<file path="src/rtl/fifo_pkg.sv">
// Shared types and helpers for the parametrised synchronous FIFO.
package fifo_pkg;

  localparam int unsigned FIFO_MODE_STD  = 0;
  localparam int unsigned FIFO_MODE_FWFT = 1;

  // Registered status bits, all derived from the next occupancy or the accept rules
  typedef struct packed {
    logic empty;
    logic full;
    logic almost_full;
    logic almost_empty;
    logic overflow;
    logic underflow;
  } fifo_flags_t;

  // Occupancy counter width: one extra bit so DEPTH itself is representable
  function automatic int unsigned cnt_w(input int unsigned aw);
    return aw + 1;
  endfunction

endpackage

</file>
<file path="src/rtl/fifo_mem.sv">
// FIFO storage: one synchronous write port, one asynchronous read port, no reset.
module fifo_mem #(
  parameter int unsigned WIDTH = 8,
  parameter int unsigned AW    = 4
) (
  input  logic             clk,
  input  logic             we_i,
  input  logic [AW-1:0]    waddr_i,
  input  logic [WIDTH-1:0] wdata_i,
  input  logic [AW-1:0]    raddr_i,
  output logic [WIDTH-1:0] rdata_o
);

  localparam int unsigned DEPTH = 1 << AW;

  logic [WIDTH-1:0] mem_q [DEPTH];

  always_ff @(posedge clk) begin
    if (we_i) begin
      mem_q[waddr_i] <= wdata_i;
    end
  end

  assign rdata_o = mem_q[raddr_i];

endmodule

</file>
<file path="src/rtl/fifo_param.sv">
// Parametrised synchronous FIFO with occupancy count, threshold flags,
// overflow/underflow pulses and optional first-word-fall-through read.
module fifo_param
  import fifo_pkg::*;
#(
  parameter int unsigned WIDTH    = 8,
  parameter int unsigned AW       = 4,
  parameter int unsigned AF_LEVEL = 12,
  parameter int unsigned AE_LEVEL = 4,
  parameter int unsigned FWFT     = FIFO_MODE_STD
) (
  input  logic                  ck,
  input  logic                  rst,
  input  logic [WIDTH-1:0]      Din,
  input  logic                  Wen,
  input  logic                  Ren,
  output logic [WIDTH-1:0]      Dout,
  output logic                  Fempty,
  output logic                  Ffull,
  output logic [cnt_w(AW)-1:0]  Count,
  output logic                  Falmost_full,
  output logic                  Falmost_empty,
  output logic                  Overflow,
  output logic                  Underflow
);

  localparam int unsigned CW    = cnt_w(AW);
  localparam int unsigned DEPTH = 1 << AW;

  logic [AW-1:0]    wptr_q, wptr_d;
  logic [AW-1:0]    rptr_q, rptr_d;
  logic [CW-1:0]    count_q, count_d;
  fifo_flags_t      flags_q, flags_d;
  logic             wr_ok, rd_ok;
  logic [WIDTH-1:0] rdata;

  fifo_mem #(
    .WIDTH (WIDTH),
    .AW    (AW)
  ) u_mem (
    .clk     (ck),
    .we_i    (wr_ok),
    .waddr_i (wptr_q),
    .wdata_i (Din),
    .raddr_i (rptr_q),
    .rdata_o (rdata)
  );

  // A full FIFO still accepts a write when a read frees a slot on the same edge
  always_comb begin
    rd_ok = Ren & ~flags_q.empty;
    wr_ok = Wen & (~flags_q.full | rd_ok);
  end

  // Next pointers, occupancy and flags; flags are derived from the next count
  always_comb begin
    wptr_d  = wptr_q;
    rptr_d  = rptr_q;
    count_d = count_q;
    flags_d = '0;

    if (wr_ok) begin
      wptr_d = wptr_q + AW'(1);
    end
    if (rd_ok) begin
      rptr_d = rptr_q + AW'(1);
    end

    case ({wr_ok, rd_ok})
      2'b10:   count_d = count_q + CW'(1);
      2'b01:   count_d = count_q - CW'(1);
      default: count_d = count_q;
    endcase

    flags_d.empty        = (count_d == '0);
    flags_d.full         = (count_d == CW'(DEPTH));
    flags_d.almost_full  = (count_d >= CW'(AF_LEVEL));
    flags_d.almost_empty = (count_d <= CW'(AE_LEVEL));
    flags_d.overflow     = Wen & flags_q.full & ~rd_ok;
    flags_d.underflow    = Ren & flags_q.empty;
  end

  always_ff @(posedge ck or negedge rst) begin
    if (!rst) begin
      wptr_q                <= '0;
      rptr_q                <= '0;
      count_q               <= '0;
      flags_q               <= '0;
      flags_q.empty         <= 1'b1;
      flags_q.almost_empty  <= 1'b1;
    end else begin
      wptr_q  <= wptr_d;
      rptr_q  <= rptr_d;
      count_q <= count_d;
      flags_q <= flags_d;
    end
  end

  // Read data path: head word shown directly in FWFT mode, else captured on a pop
  if (FWFT == FIFO_MODE_FWFT) begin : g_fwft
    assign Dout = flags_q.empty ? '0 : rdata;
  end else begin : g_std
    logic [WIDTH-1:0] dout_q, dout_d;

    always_comb begin
      dout_d = dout_q;
      if (rd_ok) begin
        dout_d = rdata;
      end
    end

    always_ff @(posedge ck or negedge rst) begin
      if (!rst) begin
        dout_q <= '0;
      end else begin
        dout_q <= dout_d;
      end
    end

    assign Dout = dout_q;
  end

  assign Count         = count_q;
  assign Fempty        = flags_q.empty;
  assign Ffull         = flags_q.full;
  assign Falmost_full  = flags_q.almost_full;
  assign Falmost_empty = flags_q.almost_empty;
  assign Overflow      = flags_q.overflow;
  assign Underflow     = flags_q.underflow;

endmodule
</file>
<file path="config.mk">
export PLATFORM = sky130hd
export DESIGN_NAME = fifo_param
export DESIGN_NICKNAME = d
export VERILOG_FILES = /design/src/rtl/fifo_pkg.sv /design/src/rtl/fifo_mem.sv /design/src/rtl/fifo_param.sv
export SDC_FILE = /design/constraint.sdc
export NUM_CORES = 1
export LEC_CHECK = 0
export ABC_AREA = 1
export CORE_AREA = 8 8 163 150
export DETAILED_ROUTE_END_ITERATION = 7
export DIE_AREA = 0 0 171 158
export SETUP_SLACK_MARGIN = 0.2
export SYNTH_ARGS = -nofsm -noshare
export SYNTH_HDL_FRONTEND = slang
export SYNTH_SLANG_ARGS = --single-unit
</file>
<file path="constraint.sdc">
create_clock -name ck -period 3.5 [get_ports ck]
set_clock_uncertainty 0.05 [all_clocks]
set_input_delay 0.525 -clock ck [delete_from_list [all_inputs] [get_ports ck]]
set_output_delay 0.525 -clock ck [all_outputs]
set_load 0.02 [all_outputs]
</file>
**Word-level counts from Yosys, hierarchy flattened**

Memories as Yosys holds them, arrays and structs flattened. A register that Yosys moved wholly into a read port is not among the register bits.
Cells that the tools add are included.

- Register bits after elaboration: 19
- Memory bits (writable): 128
- Bits of input ports: 12
- Output and inout bits: 19
- Logic and storage cells: 33
- Memories kept: 1

Memory list:

| name | words | bits a word | rd ports | clocked after memory_dff | wr ports | line | RTL |
|---|---|---|---|---|---|---|---|
| u_mem.mem_q | 16 | 8 | 1 | 1 | 1 | fifo_mem.sv:16 | `logic [WIDTH-1:0] mem_q [DEPTH];` |

- $add $sub $neg: 4
- Order comparisons: 2
- Equality and inequality tests: 3
- Multiplexer cells: 3
- Bitwise logic cells: 9
- Reductions and logical operators: 2

Operator list:

| kind | number |
|---|---|
| one-hot mux 5 bit (2 select lines) | 1 |
| adder 4 x 1 -> 4 bit (second input constant) | 2 |
| adder 5 x 1 -> 5 bit (second input constant) | 1 |
| AND 1 bit | 5 |
| == test 5 bit (second input constant) | 1 |
| greater-or-equal comparator 5 x 4 -> 1 bit (second input constant) | 1 |
| <= comparator 5 x 3 -> 1 bit (second input constant) | 1 |
| logical NOT 5 bit | 1 |
| subtractor 5 x 1 -> 5 bit (second input constant) | 1 |
| inverter 1 bit | 3 |
| == test 2 x 1 -> 1 bit (second input constant) | 1 |
| == test 2 bit (second input constant) | 1 |
| 2-to-1 mux 1 bit | 2 |
| logical NOT 1 bit | 1 |
| OR 1 bit | 1 |

**Logic depth before layout (Yosys ltp)**

- Depth in word-level cells: 7
- Gate-level depth with buffers: 19
- Depth with buffers taken out: 19

**Cells and area by module**

Synthesis repeated with hierarchy kept, for this count alone.

- Cell total of the unflattened synthesis: 691
- Area, all modules: 6,876.6 um^2

By module, submodules not included:

| module | times used | cells each | area each (um^2) | seq. area each (um^2) |
|---|---|---|---|---|
| fifo_mem | 1 | 543 | 5,606.6 | 3,843.7 |
| fifo_param | 1 | 148 | 1,270.0 | 678.2 |

**Worst setup path before layout**

OpenSTA, ideal clock, no wires.

- Kind: input-to-reg
- Start point: input port Ren
- End point: register flags_q (netlist bit Fempty)
- Data arrival time: 2.325 ns
- Required time: 3.383 ns
- Setup slack: 1.058 ns
- Cell stages on the path: 18
- Path through: inv_1 nor2_4 inv_2 a21oi_4 inv_2 ha_1 nand2_1 inv_1 nor2_1 ha_1 inv_1 nand2_1 nand2_1 o21ai_2 nand3_1 nand2_1 nand2_1 nor2_1

RTL lines:

| item | line | RTL |
|---|---|---|
| start: declaration | fifo_param.sv:16 | `input logic Ren,` |
| end signal: assignment | fifo_param.sv:95 | `flags_q <= flags_d;` |
| end: declaration | fifo_param.sv:33 | `fifo_flags_t flags_q, flags_d;` |

==> impl_metrics.yaml <==
routing:
  drc_errors: 0
  vias: 4136
  viasPerCell: 4.496
  ant_nets: 0
  drt_pass1_iterations: 5
  routedWlPerCell_um: 15.87
  drt-initial-drc-count: 345
  wl_mm: 14.60
cts:
  cts_tree: "done"
  cts_buffer_depth: 2
  cts_num_sinks: 155
  worst_skew_pair.late_latency_ps: 420
  ctsResizeCount: 0
  cts_buffers: 17
  htree_levels: 4
  ctsHoldBuffers: 0
  post-cts-setup-buffers: 0
  clock-root-buffer: "clkbuf_16"
  path_clk_slew_ps: 60
floorplanning:
  fp.coreArea_um2: 21860
  start_util: 0.2929
  die_y_um: 158
  die_area_um2: 27020
  die_w_um: 171
  io_pins: 31
  rows: 52
grt:
  grt_pass1_wl_mm: 23.09
  grt_pass1_vias: 3995
  grt_start_max_net_pins: 66
  grt-ovfl-total: 0
  track_usage: 0.1141
  antenna_found_initial: 0
logic_synthesis:
  syn-num-nets: 585
  ys_warn_count: 0
  synth_seq_area_share: 0.7063
  syn_inst: 565
  yosys.area.top_type: "edfxtp_1"
  ys.flop_type: "edfxtp_1"
  syn_area_um2: 6402
  synth_edf_count: 128
  async_flop_share: 0.1742
  ys_ff_latch: 155
  synthDominantCellAreaShare: 0.6004
  synth_area_per_cell_um2: 11.33
  yosysUniqueCellTypes: 27
  synthTopCellsByArea: "edfxtp_1 60%, dfrtp_1 9.8%, nand2_1 8.5%"
  yosysMostFrequentCell: "nand2_1"
  synth.cells.most_frequent: "145 x nand2_1, 128 x edfxtp_1, 64 x nor2_1"
setup_path:
  arrival_ps: 3000
  worstSetupPathType: "input port to register"
  critPathMaxFanout: 10
  worstSetupStartpointType: "input port"
  cp.required_ps: 3800
  end_kind: "register"
  r2r_cells: 17
place:
  hpwl_mm: 8.997
  numPortBuffers: 30
  dp_cells: 888
  placed_cell_area_um2: 7106
  gp_congestion: 0.7853
finish:
  nNetsFinal: 630
  syn_to_final_growth_pct: 19.66
  multi_input_area_um2: 1647
  regArea_um2: 4523
  stdcell_count: 920
  fin_area_um2: 7661
  antenna_cells: 0
  fill_cells: 2178
  final_layout_size_suffix_gt1_frac: 0.09631
pwr:
  power_density_nw_per_um2: 834.5
  vdd_drop_max_mv: 0.3667
  p_leak_nw: 2.880
  total_power_mw: 6.393
timing:
  fin_setup_tns_ps: 0
  min_period_ps: 2700
  hold_viol: 0
  relSlewSlack: 0.4816
  setup_viol: 0
  fmax_mhz: 370.4
  slew_violations: 0
  finalCritPeriodShare: 0.7713
  rsz0062_at_grt: "false"
  worst_pin_slew_ps: 774.8
hold_path:
  hold_path_class: "input port to async pin"
run:
  maxCapViolCount: 0
run_status:
  status: "finished clean"
logic make-up (layout without fill, tap and decap cells):
logic type                 Yosys count  after routing  share of synthesized area
buffers and inverters               56            114                    0.03654
adders and majority gates            8              8                    0.01563
and+or+nand+nor                    245            245                     0.1530
xor gates and xnor gates             7              7                   0.009576
AOI/OAI and AO/OA                   94             94                    0.07895
DFF                                155            155                     0.7063
area by class of cell:
class	instances	area share
Sequential cell	155	0.5904
Inverter	34	0.01682
Multi-Input combinational cell	354	0.2149
Timing Repair Buffer	48	0.05683
Clock inverter	10	0.01192
Clock buffer	22	0.06059
Tap cell	297	0.04851
registers in the layout, indices dropped and copies added (netlist names):
name           count
u_mem.mem_q      128
Dout               8
Count              5
rptr_q             4
wptr_q             4
Falmost_empty      1
Falmost_full       1
Fempty             1
Ffull              1
Overflow           1
Underflow          1
stage by stage:
step / hold slack (ps) / util / setup WS [ps]
final: 429.3 / 0.3504 / 800.3
after global routing: 457.0 / 0.3504 / 465.4
after CTS: 426.8 / 0.3504 / 811.0
after detailed placement: 415.8 / 0.3250 / 374.0
after global placement: 417.8 / 0.3250 / 434.5
after floorplan: 179.4 / - / 1058
worst paths after layout:
check	to	start	slack, ps
max	Fempty	Ren	800
min	Dout[2]	rst	430
max reg2reg	Fempty	Fempty	1040
min reg2reg	Dout[5]	Dout[5]	430
max in group asynchronous	Fempty	rst	2660
min in group ck	Dout[5]	Dout[5]	430
cells in the final DEF (no fill, tap or decap), drive strengths merged:
| cell type | n |
|---|---|
| nor2 | 66 |
| dfrtp | 25 |
| dfstp | 2 |
| a21oi | 33 |
| nor3 | 9 |
| xor2 | 7 |
| nand4 | 4 |
| ha | 8 |
| clkdlybuf4s50 | 30 |
| clkinvlp | 2 |
| or2 | 1 |
| clkbuf | 22 |
| clkinv | 7 |
| o21ai | 45 |
| buf | 18 |
| edfxtp | 128 |
| bufinv | 1 |
| inv | 34 |
| o22ai | 16 |
| nand2 | 146 |
| nand3 | 19 |
metal layers:
layer | track usage | routed length, µm
met3 | 0.02668 | 676
met5 | 0 | 0
met2 | 0.1700 | 6627
met1 | 0.1587 | 7091
met4 | 0.04303 | 202
where the power goes:
group | total [mW] | internal (mW) | switching [mW] | leakage [nW]
sequential | 2.53 | 2.31 | 0.217 | 1.48
clock | 1.73 | 1.02 | 0.715 | 0.271
combinational | 2.13 | 0.699 | 1.44 | 1.13
total | 6.39 | 4.02 | 2.37 | 2.88
worst max-delay path, cell delays in order:
cell and delay, ps:
clkdlybuf4s50_1 470, inv_1 60, nor2_4 90, inv_2 110, a21oi_4 270, inv_2 90, ha_1 260, nand2_1 80
inv_1 40, nor2_1 120, ha_1 160, inv_1 40, nand2_1 90, nand2_1 90, o21ai_2 150, nand3_1 110
nand2_1 70, nand2_1 70, nor2_1 110
No activity file was read; power rests on OpenSTA's default activity.
